==> src/rtl/mrs_pkg.sv <==
// Shared types and constants for the multi-register transfer sequencer.
// The block copies a register list to or from data memory (LDM/STM).
package mrs_pkg;

    localparam int unsigned MRS_NREG   = 16;
    localparam int unsigned MRS_DATA_W = 32;
    localparam int unsigned MRS_ADDR_W = 32;
    localparam int unsigned WORD_BYTES = 4;

    typedef enum logic [2:0] {
        IDLE   = 3'd0,
        SEL    = 3'd1,
        RDREG  = 3'd2,
        STWAIT = 3'd3,
        MEMWR  = 3'd4,
        MEMRD  = 3'd5,
        REGWR  = 3'd6,
        DONE   = 3'd7
    } mrs_state_t;

    localparam mrs_state_t STATE_RST = IDLE;
    localparam logic       BIT_RST   = 1'b0;

endpackage

==> src/rtl/multi_reg_sequencer_lowest_set16.sv <==
// Priority encoder: reports whether any bit is set and the index of the lowest one.
// The loop runs high to low so the last match, the lowest index, wins.
module lowest_set16
    import mrs_pkg::*;
#(
    parameter  int NREG  = MRS_NREG,
    localparam int IDX_W = $clog2(NREG)
) (
    input  logic [NREG-1:0]  vec_i,
    output logic             valid_o,
    output logic [IDX_W-1:0] index_o
);

    // Scan all bits; a lower set bit overrides any higher one found earlier.
    always_comb begin
        valid_o = 1'b0;
        index_o = {IDX_W{1'b0}};
        for (int i = NREG - 1; i >= 0; i--) begin
            valid_o = valid_o | vec_i[i];
            index_o = vec_i[i] ? IDX_W'(i) : index_o;
        end
    end

endmodule

==> src/rtl/multi_reg_sequencer.sv <==
// LDM/STM block-transfer sequencer that drives the register bank ports and the data memory port.
// Every output comes straight from a flop loaded from the next-state values.
module multi_reg_sequencer
    import mrs_pkg::*;
#(
    parameter  int NREG   = MRS_NREG,
    parameter  int DATA_W = MRS_DATA_W,
    parameter  int ADDR_W = MRS_ADDR_W,
    localparam int IDX_W  = $clog2(NREG)
) (
    input  logic              clk,
    input  logic              rst,
    input  logic              start,
    input  logic              is_load,
    input  logic [NREG-1:0]   reg_list,
    input  logic [ADDR_W-1:0] base_addr,
    output logic [IDX_W-1:0]  A1,
    input  logic [DATA_W-1:0] RD1,
    output logic [IDX_W-1:0]  A3,
    output logic              WE3,
    output logic [DATA_W-1:0] WD3,
    output logic              mem_req,
    output logic              mem_we,
    output logic [ADDR_W-1:0] mem_addr,
    output logic [DATA_W-1:0] mem_wdata,
    input  logic              mem_ack,
    input  logic [DATA_W-1:0] mem_rdata,
    output logic              busy,
    output logic              done,
    output logic [ADDR_W-1:0] final_addr
);

    localparam logic [NREG-1:0]   ONE_HOT0 = {{(NREG-1){1'b0}}, 1'b1};
    localparam logic [ADDR_W-1:0] STEP     = ADDR_W'(WORD_BYTES);

    mrs_state_t        state_q, state_d;
    logic [NREG-1:0]   mask_q,  mask_d;
    logic [IDX_W-1:0]  idx_q,   idx_d;
    logic              load_q,  load_d;
    logic [ADDR_W-1:0] addr_q,  addr_d;
    logic [IDX_W-1:0]  a1_q,    a1_d;
    logic [IDX_W-1:0]  a3_q,    a3_d;
    logic              we3_q,   we3_d;
    logic [DATA_W-1:0] wd3_q,   wd3_d;
    logic              req_q,   req_d;
    logic              mwe_q,   mwe_d;
    logic [DATA_W-1:0] wdata_q, wdata_d;
    logic              busy_q,  busy_d;
    logic              done_q,  done_d;

    logic              enc_valid_s;
    logic [IDX_W-1:0]  enc_idx_s;

    lowest_set16 #(.NREG(NREG)) u_lowest (
        .vec_i   (mask_q),
        .valid_o (enc_valid_s),
        .index_o (enc_idx_s)
    );

    // Next-state logic; output flops are loaded from the state being entered.
    always_comb begin
        state_d = state_q;
        mask_d  = mask_q;
        idx_d   = idx_q;
        load_d  = load_q;
        addr_d  = addr_q;
        a1_d    = a1_q;
        a3_d    = a3_q;
        wd3_d   = wd3_q;
        wdata_d = wdata_q;

        case (state_q)
            IDLE: begin
                if (start) begin
                    state_d = SEL;
                    mask_d  = reg_list;
                    load_d  = is_load;
                    addr_d  = base_addr;
                end else begin
                    state_d = IDLE;
                end
            end
            SEL: begin
                if (!enc_valid_s) begin
                    state_d = DONE;
                end else begin
                    idx_d  = enc_idx_s;
                    mask_d = mask_q & ~(ONE_HOT0 << enc_idx_s);
                    if (load_q) begin
                        state_d = MEMRD;
                    end else begin
                        state_d = RDREG;
                        a1_d    = enc_idx_s;
                    end
                end
            end
            RDREG: begin
                state_d = STWAIT;
            end
            STWAIT: begin
                wdata_d = RD1;
                state_d = MEMWR;
            end
            MEMWR: begin
                if (mem_ack) begin
                    addr_d  = addr_q + STEP;
                    state_d = SEL;
                end else begin
                    state_d = MEMWR;
                end
            end
            MEMRD: begin
                if (mem_ack) begin
                    wd3_d   = mem_rdata;
                    a3_d    = idx_q;
                    state_d = REGWR;
                end else begin
                    state_d = MEMRD;
                end
            end
            REGWR: begin
                addr_d  = addr_q + STEP;
                state_d = SEL;
            end
            DONE: begin
                state_d = IDLE;
            end
            default: begin
                state_d = IDLE;
            end
        endcase

        // Strobes are pure functions of the next state so they can never leak outside it.
        req_d  = (state_d == MEMWR) || (state_d == MEMRD);
        mwe_d  = (state_d == MEMWR);
        we3_d  = (state_d == REGWR);
        busy_d = (state_d != IDLE) && (state_d != DONE);
        done_d = (state_d == DONE);
    end

    // State and output registers, cleared asynchronously.
    always_ff @(posedge clk or negedge rst) begin
        if (!rst) begin
            state_q <= STATE_RST;
            mask_q  <= {NREG{1'b0}};
            idx_q   <= {IDX_W{1'b0}};
            load_q  <= BIT_RST;
            addr_q  <= {ADDR_W{1'b0}};
            a1_q    <= {IDX_W{1'b0}};
            a3_q    <= {IDX_W{1'b0}};
            we3_q   <= BIT_RST;
            wd3_q   <= {DATA_W{1'b0}};
            req_q   <= BIT_RST;
            mwe_q   <= BIT_RST;
            wdata_q <= {DATA_W{1'b0}};
            busy_q  <= BIT_RST;
            done_q  <= BIT_RST;
        end else begin
            state_q <= state_d;
            mask_q  <= mask_d;
            idx_q   <= idx_d;
            load_q  <= load_d;
            addr_q  <= addr_d;
            a1_q    <= a1_d;
            a3_q    <= a3_d;
            we3_q   <= we3_d;
            wd3_q   <= wd3_d;
            req_q   <= req_d;
            mwe_q   <= mwe_d;
            wdata_q <= wdata_d;
            busy_q  <= busy_d;
            done_q  <= done_d;
        end
    end

    // The running address stops at base + 4n, which is exactly the final address.
    assign A1         = a1_q;
    assign A3         = a3_q;
    assign WE3        = we3_q;
    assign WD3        = wd3_q;
    assign mem_req    = req_q;
    assign mem_we     = mwe_q;
    assign mem_addr   = addr_q;
    assign mem_wdata  = wdata_q;
    assign busy       = busy_q;
    assign done       = done_q;
    assign final_addr = addr_q;

endmodule

==> config.mk <==
export PLATFORM = sky130hd
export DESIGN_NAME = multi_reg_sequencer
export DESIGN_NICKNAME = d
export VERILOG_FILES = /design/src/rtl/mrs_pkg.sv /design/src/rtl/multi_reg_sequencer_lowest_set16.sv /design/src/rtl/multi_reg_sequencer.sv
export SDC_FILE = /design/constraint.sdc
export NUM_CORES = 1
export LEC_CHECK = 0
export ABC_AREA = 1
export CAP_MARGIN = 30
export CORE_AREA = 2 2 128 130
export DETAILED_ROUTE_END_ITERATION = 12
export DIE_AREA = 0 0 130 132
export DONT_BUFFER_PORTS = 1
export PLACE_DENSITY = 0.68
export SYNTH_ARGS = -nofsm -noshare
export SYNTH_HDL_FRONTEND = slang
export SYNTH_HIERARCHICAL = 1
export SYNTH_SLANG_ARGS = --single-unit
==> constraint.sdc <==
create_clock -name clk -period 2.33 [get_ports clk]
set_input_delay 0.233 -clock clk [delete_from_list [all_inputs] [get_ports clk]]
set_output_delay 0.233 -clock clk [all_outputs]
set_load 0.02 [all_outputs]
### Word-level counts from Yosys, hierarchy flattened

Index checks and enable logic that the tools add are counted.

| word-level totals | value |
|---|---|
| register bits | 133 |
| bits of input ports | 117 |
| output and inout port bits | 141 |

| operators by class | value |
|---|---|
| bitwise logic cells | 18 |
| mux-type cells | 28 |
| reduce and logical (&&, ||, !) cells | 12 |
| shift operators | 1 |
| $add $sub $neg | 1 |
| eq/ne operators | 15 |

Operator list:

| operator | number |
|---|---|
| $pmux 32 s3 | 1 |
| $mux 32 | 2 |
| $mux 4 | 16 |
| $add 32x3->32 const B | 1 |
| $mux 16 | 2 |
| $pmux 16 s2 | 1 |
| $eq 3x3->1 const B | 8 |
| $pmux 3 s8 | 1 |
| $and 16x16->16 | 1 |
| $not 16->16 | 1 |
| $shl 1x4->16 const A | 1 |
| $or 1x1->1 | 15 |
| $mux 3 | 3 |
| $reduce_and 3->1 | 3 |
| $eq 3x2->1 const B | 2 |
| $ne 2x2->1 const B | 3 |
| $reduce_and 2->1 | 3 |
| $reduce_bool 3->1 | 2 |
| $eq 3x1->1 const B | 1 |
| $logic_not 3->1 | 1 |
| $ne 3x3->1 const B | 1 |
| $mux 2 | 1 |
| $reduce_bool 2->1 | 1 |
| $logic_and 1x1->1 | 1 |
| other kinds (3) | 3 |

### Logic depth before layout (Yosys ltp)

Gate-level depths: netlist of run 1.

| depth | value |
|---|---|
| depth after elaboration | 21 |
| mapped depth | 20 |

### Cells and area by module

The synthesis of run 1 kept the hierarchy.

Modules (own cells, without submodules):

| module | times used | area each (um^2) | seq. area each (um^2) | cells an instance |
|---|---|---|---|---|
| multi_reg_sequencer | 1 | 6726.5 | 3328.2 | 813 |
| lowest_set16 | 1 | 209.0 | 0.0 | 49 |

### Worst setup path after synthesis of run 1

Ideal clock, no wire load.

| path | value |
|---|---|
| path type | reg-to-reg |
| start point | register mask_q[2] |
| end point | register mask_q[12] |
| setup time | 121 ps |
| slack | 480 ps |
| stages on the path, launching flop included | 10 |
| path buffers | 0 |
| arrival | 1729 ps |
| cells stage by stage | dfrtp_1 > inv_1 > nand2_1 > nor3_1 > inv_1 > nor3_1 > inv_1 > o21ai_0 > nand2_1 > a22o_1 |

| on the way | value |
|---|---|
| cells in the longest elaborated chain, start to end | 8 |
| elaborated cells between the ends (all ways) | 13 |

RTL lines:

| what | RTL line | RTL |
|---|---|---|
| from (decl) | multi_reg_sequencer.sv:37 | `logic [NREG-1:0] mask_q, mask_d;` |
| from (signal assigned) | multi_reg_sequencer.sv:145 | `mask_q <= {NREG{1'b0}};` |
| from (signal assigned) | multi_reg_sequencer.sv:160 | `mask_q <= mask_d;` |
| $mux 4 (3 in a row) | multi_reg_sequencer_lowest_set16.sv:20 | `index_o = vec_i[i] ? IDX_W'(i) : index_o;` |
| via enc_idx_s[3] | multi_reg_sequencer.sv:52 | `logic [IDX_W-1:0] enc_idx_s;` |
| $shl 1x4->16 | multi_reg_sequencer.sv:88 | `mask_d = mask_q & ~(ONE_HOT0 << enc_idx_s);` |
| $not 16->16 | multi_reg_sequencer.sv:88 |  |
| $and 16x16->16 | multi_reg_sequencer.sv:88 |  |
| $mux 16 | multi_reg_sequencer.sv:84 | `if (!enc_valid_s) begin` |
| $pmux 16 s2 | multi_reg_sequencer.sv:72 | `case (state_q)` |

The timed path passes the listed nets, and every way through them passes these cells. The select of a mux whose other input is x is not followed.
A chain may end at the register's enable or synchronous reset.

### Worst setup path in the final report of run 1

| path | value |
|---|---|
| start point | register mask_q[15] |
| end point | register mask_q[13] |

| on the way | value |
|---|---|
| cells in the longest elaborated chain, start to end | 21 |
| elaborated cells between the ends (all ways) | 38 |

RTL lines:

| what | RTL line |
|---|---|
| $mux 4 (16 in a row) | multi_reg_sequencer_lowest_set16.sv:20 |
| via enc_idx_s[1] | multi_reg_sequencer.sv:52 |
| $shl 1x4->16 | multi_reg_sequencer.sv:88 |
| $not 16->16 | multi_reg_sequencer.sv:88 |
| $and 16x16->16 | multi_reg_sequencer.sv:88 |
| $mux 16 | multi_reg_sequencer.sv:84 |
| $pmux 16 s2 | multi_reg_sequencer.sv:72 |

The timed path passes the listed nets, and every way through them passes these cells. The select of a mux whose other input is x is not followed.

==> impl_metrics.yaml, run 1 <==
timing:
  worst_slew_pin_slew_ns: 0.798
  setup_slack_ns: 0.250
  min_period_ns: 2.08
  slew_headroom_pct: 46.8
  fin_crit_sh_pct: 89.3
  setup_viol: 0
  slew_viol_final: 0
  finalHoldViolCount: 133
  fin_skew_ns: 0.00594
  tns_ns: 0
  fmax_mhz: 481
  hold_ws_ns: -0.489
  grt_setup_unrepaired: "no"
die:
  core_sq_um: 15700
  ios: 258
  die_area_sq_um: 17200
  rows: 46
  chipHeight_um: 132
  die_w_um: 130
  start_util_pct: 44.1
clock_tree:
  clkLatencyLatePin_ns: 0.41
  tritoncts: "built"
  cts_buffers: 17
  cts_htree_levels: 4
  post_cts_resize_count: 0
  post_cts_buffers: 0
  clock_sinks: 133
  root_buffer: "clkbuf_16"
  hold_buffers: 83
  clk_path_buf_depth: 2
  clk_pin_slew_ns: 0.06
yosys:
  yosys_warnings: 6
  synth.cell_area_sq_um: 6940
  postSynthCellCount: 862
  netlist.area_leader.share_pct: 48.0
  syn_nets: 980
  avgSynthCellArea_sq_um: 8.05
  synth_top_area_cell: "dfrtp_1"
  synth_edf_count: 0
  synth_seq_cells: 133
  synth_cell_types: 39
  ys_top_cells_by_area: "dfrtp_1, nand2_1, nor2_1"
  ys_seq_area_share_pct: 48.0
  async_flop_share_pct: 100
  synth_top_flop_cell: "dfrtp_1"
grt:
  grt_pass1_wl_um: 28600
  track_usage_pct: 21.0
  antenna_found_initial: 0
  grt_overflow: 0
  grt_pass1_vias: 5617
  grt_start_max_net_pins: 134
critical_path:
  crit_arrival_ns: 2.38
  crit_path_max_fanout: 6
  worst_ep_required_time_ns: 2.63
  startpoint_type: "flip-flop"
  crit_type: "flip-flop to flip-flop"
  cp-end-kind: "flip-flop"
layout:
  final_design_area_no_fill_sq_um: 8330
  multi_input_area_sq_um: 2920
  final_util_pct: 53.0
  syn2layout_area_growth_pct: 20.1
  layout_commonest_cell: "nand2_1"
  diodes: 0
  layout_common_cells: "nand2_1, dfrtp_1, nor2_1, dlygate4sd3_1, nand3_1"
  n_fill_cell: 1474
  drive_above_1_share_pct: 12.3
  num-nets-final: 1047
  seqCellArea_sq_um: 3330
detailed_routing:
  drt_pass1_iterations: 5
  route.met2.wl_um: 8570
  ant_nets: 0
  via_count: 5842
  met3_wirelength_um: 1250
  avgViaCountPerCell: 5.05
  highest_layer: "met4"
  drt_iter0_markers: 343
  drc: 0
  wirelength_um: 17700
  avgRoutedWirePerCell_um: 15.3
  wl_met1_um: 7530
place:
  place_area_sq_um: 6940
  place_ws_ns: 0.322
  portBuffers: 0
  gp_congestion: 0.837
  dp.final_hpwl_um: 12000
status:
  violations: "hold timing"
  outcome: "finished, violations left"
job:
  drv_cap: 0
power_and_ir_drop:
  p_per_area_nw_per_um2: 1520
  ir_drop_uv: 769
  finalPower_mw: 12.7
  power.leakage_nw: 3.94
min_path:
  hold_class: "input port to asynchronous set/reset pin"
layout make-up:
type / instances / share of cell area (%)
flip-flops and latches: 133 / 39.9
multi-input cells: 607 / 35.0
repair buffers: 109 / 12.3
clock buffers: 20 / 5.48
well taps: 216 / 3.24
inverters: 61 / 2.78
clock inverters: 11 / 1.22
kinds of logic (layout without fill, tap and decap cells):
family / Yosys count / after routing / share of synthesized area, %
and+or+nand+nor: 488 / 488 / 28.7
DFF: 133 / 133 / 48.0
buffers and inverters: 122 / 201 / 9.94
AOI/OAI and AO/OA: 81 / 81 / 7.36
muxes: 32 / 32 / 5.20
xor gates and xnor gates: 5 / 5 / 0.632
adders and majority gates: 1 / 1 / 0.180
worst paths after layout:
check | end | cells past startpoint | startpoint | slack [ns]
setup / recovery | mask_q[13]$_DFFE_PN0P_ | 12 | mask_q[15]$_DFFE_PN0P_ | 0.25
hold / removal | A1[0]$_DFFE_PN0P_ | 0 | rst | -0.49
setup reg to reg | mask_q[13]$_DFFE_PN0P_ | 12 | mask_q[15]$_DFFE_PN0P_ | 0.25
hold reg to reg | A3[0]$_DFFE_PN0P_ | 2 | idx_q[0]$_DFFE_PN0P_ | 0.50
max in group asynchronous | final_addr[14]$_DFFE_PN0P_ | 0 | rst | 2.62
min in group clk | final_addr[2]$_DFFE_PN0P_ | 4 | base_addr[2] | 0.04
metrics by stage:
step                hold WS [ns]  cells
finish                    -0.489   1157
global route              -0.519   1157
CTS                       -0.513   1157
detailed placement       -0.0602   1043
global placement         -0.0605   1043
floorplan                -0.0626    862
flip-flops by register name, indices dropped and copies added (netlist names):
name,cells
mask_q,16
A3,4
mem_req,1
mem_wdata,32
final_addr,32
idx_q,4
WE3,1
load_q,1
WD3,32
A1,4
state_q,3
done,1
mem_we,1
busy,1
critical path, cell delays in order, from the launching register on:
cell and delay [ns]:
dfrtp_1 0.39, or2_1 0.27, nand3_1 0.08, nand3_1 0.07, nand3_1 0.07, nand3_1 0.07, a21oi_1 0.13, nor3_1 0.11
inv_1 0.17, nand3_1 0.13, o21ai_0 0.18, nand2_1 0.10, a22o_1 0.20
synth_stat cells, types with 2 or more instances:
| master | instances |
|---|---|
| a22o_1 | 16 |
| dfrtp_1 | 133 |
| buf_2 | 12 |
| nor2_1 | 104 |
| o21ai_0 | 41 |
| buf_6 | 9 |
| mux2_2 | 32 |
| xor2_1 | 2 |
| inv_1 | 51 |
| o21ai_1 | 8 |
| nand2_1 | 307 |
| xnor2_1 | 3 |
| inv_2 | 9 |
| buf_4 | 39 |
| o21ai_2 | 2 |
| a21oi_2 | 2 |
| a21oi_1 | 7 |
| nand4_1 | 5 |
| nand3_1 | 52 |
| nor2_4 | 2 |
| nor3_1 | 5 |
| nand2_4 | 2 |
| nand3_2 | 2 |
| o31ai_2 | 2 |
layer usage:
metal,GRT usage (%),vias up
met5,0,-
met4,7.65,0
met3,6.25,27
met2,33.8,227
met1,26.7,2745
li1,-,2843
power breakdown:
group | total (mW) | switching, mW | internal [mW]
Sequential | 5.44 | 2.06 | 3.37
Clock | 2.56 | 1.03 | 1.52
Combinational | 4.67 | 2.92 | 1.75
Power figures use the tool's default switching activity.
==> inputs of run 2 (changes only) <==
--- a/config.mk
+++ b/config.mk
@@ -12,6 +12,7 @@
 export DIE_AREA = 0 0 130 132
 export DONT_BUFFER_PORTS = 1
 export PLACE_DENSITY = 0.68
+export REMOVE_ABC_BUFFERS = 1
 export SYNTH_ARGS = -nofsm -noshare
 export SYNTH_HDL_FRONTEND = slang
 export SYNTH_HIERARCHICAL = 1
==> run 2 against run 1 <==
Against the previous run:
- the flow still finishes with violations (hold timing)
- sequential share of layout area shrank 0.29 points
- non-clock buffer count grew 1
- utilization grew 0.38 points
- register-to-register slack lost 0.03 ns
- combinational power is essentially flat
- global-route usage grew 0.61 points
- critical endpoint unchanged
==> impl_metrics.yaml, run 2 (synthesized netlist as in run 1, its figures left out) <==
clock_tree:
  hold_buffers: 84
  cts_buffers: 17
  tritoncts: "built"
  clkLatencyLatePin_ns: 0.42
  root_buffer: "clkbuf_16"
  clk_path_buf_depth: 2
  clk_pin_slew_ns: 0.06
  cts_htree_levels: 4
  clock_sinks: 133
die:
  ios: 258
  core_sq_um: 15700
  chipHeight_um: 132
  rows: 46
  die_w_um: 130
  start_util_pct: 44.1
  die_area_sq_um: 17200
place:
  portBuffers: 0
  dp.final_hpwl_um: 12200
  gp_congestion: 0.900
  place_area_sq_um: 6960
timing:
  hold_ws_ns: -0.493
  slew_headroom_pct: 58.9
  setup_viol: 0
  tns_ns: 0
  finalHoldViolCount: 133
  worst_slew_pin_slew_ns: 0.615
  fin_crit_sh_pct: 90.6
  fin_skew_ns: 0.00867
  slew_viol_final: 0
  min_period_ns: 2.11
  grt_setup_unrepaired: "no"
  fmax_mhz: 474
grt:
  grt_pass1_wl_um: 29200
  grt_start_max_net_pins: 134
  antenna_found_initial: 0
  grt_overflow: 0
  grt_pass1_vias: 5873
  track_usage_pct: 21.6
detailed_routing:
  avgRoutedWirePerCell_um: 15.9
  drt_iter0_markers: 421
  avgViaCountPerCell: 5.03
  via_count: 5826
  drc: 0
  drt_pass1_iterations: 5
  ant_nets: 0
  wirelength_um: 18400
layout:
  drive_above_1_share_pct: 12.4
  layout_common_cells: "nand2_1, dfrtp_1, nor2_1, dlygate4sd3_1, nand3_1"
  layout_commonest_cell: "nand2_1"
  syn2layout_area_growth_pct: 21.0
  final_design_area_no_fill_sq_um: 8390
  diodes: 0
  num-nets-final: 1048
min_path:
  hold_class: "input port to asynchronous set/reset pin"
critical_path:
  crit_arrival_ns: 2.41
  cp-end-kind: "flip-flop"
  crit_path_max_fanout: 6
  worst_ep_required_time_ns: 2.63
  crit_type: "flip-flop to flip-flop"
  startpoint_type: "flip-flop"
power_and_ir_drop:
  p_per_area_nw_per_um2: 1530
  power.leakage_nw: 3.95
  ir_drop_uv: 678
job:
  drv_cap: 0
status:
  outcome: "finished, violations left"
  violations: "hold timing"
-- run 2: what timing repair did --
item | in CTS | in global routing
resized for setup | 0 | 1
hold endpoints to repair | 217 | 133
setup endpoints to repair | 0 | 1
buffers inserted | 0 | 0
-- run 2: worst max-delay path, stage by stage (launching register included) --
cell and delay (ns):
dfrtp_1 0.39, or2_1 0.26, nand3_1 0.07, nand3_1 0.06, nand3_1 0.06, nand3_1 0.07, a21oi_1 0.17, nor3_2 0.09
inv_1 0.16, nand3_1 0.12, o21ai_0 0.28, nand2_1 0.09, a22o_1 0.18
-- run 2: path summary, 6_finish.rpt --
| path | cells after the start | slack, ns | from | end |
|---|---|---|---|---|
| max | 12 | 0.22 | mask_q[15]$_DFFE_PN0P_ | mask_q[13]$_DFFE_PN0P_ |
| min | 0 | -0.49 | rst | mask_q[8]$_DFFE_PN0P_ |
| max reg2reg | 12 | 0.22 | mask_q[15]$_DFFE_PN0P_ | mask_q[13]$_DFFE_PN0P_ |
| min reg2reg | 2 | 0.48 | idx_q[3]$_DFFE_PN0P_ | A3[3]$_DFFE_PN0P_ |
| max in group asynchronous | 0 | 2.66 | rst | final_addr[3]$_DFFE_PN0P_ |
| min in group clk | 2 | 0.04 | base_addr[9] | final_addr[9]$_DFFE_PN0P_ |
-- run 2: routing by layer --
metal / wire length [um] / up-vias / track usage [%]
met5: 0 / - / 0
met3: 1580 / 18 / 7.75
met1: 7760 / 2761 / 26.0
li1: - / 2841 / -
met2: 8890 / 206 / 36.2
met4: 208 / 0 / 6.45
-- run 2: through the flow --
stage                     setup WS, ns  util [%]  power [mW]  std cells  hold WS (ns)
after floorplan                  0.449         -        8.62        801       -0.0626
after global placement           0.304      44.3        9.93       1043       -0.0587
after detailed placement         0.313      44.3        10.0       1043       -0.0586
after CTS                        0.278      53.4        12.9       1159        -0.515
after global routing            0.0361      53.4        13.8       1159        -0.519
final                            0.219      53.4        12.9       1159        -0.493
-- run 2: power by group --
group | switching, mW | total [mW] | internal [mW]
clock network | 1.07 | 2.69 | 1.62
registers | 2.16 | 5.53 | 3.37
logic | 2.89 | 4.65 | 1.76
total | 6.12 | 12.9 | 6.76
-- run 2: area by class of cell --
type / count / area [sq um]
clock buffer: 20 / 447
clock inverter: 12 / 144
fill: 1438 / 7320
inverter: 61 / 231
multi-input combinational: 607 / 2920
sequential: 133 / 3330
tap: 216 / 270
timing repair buffer: 110 / 1050
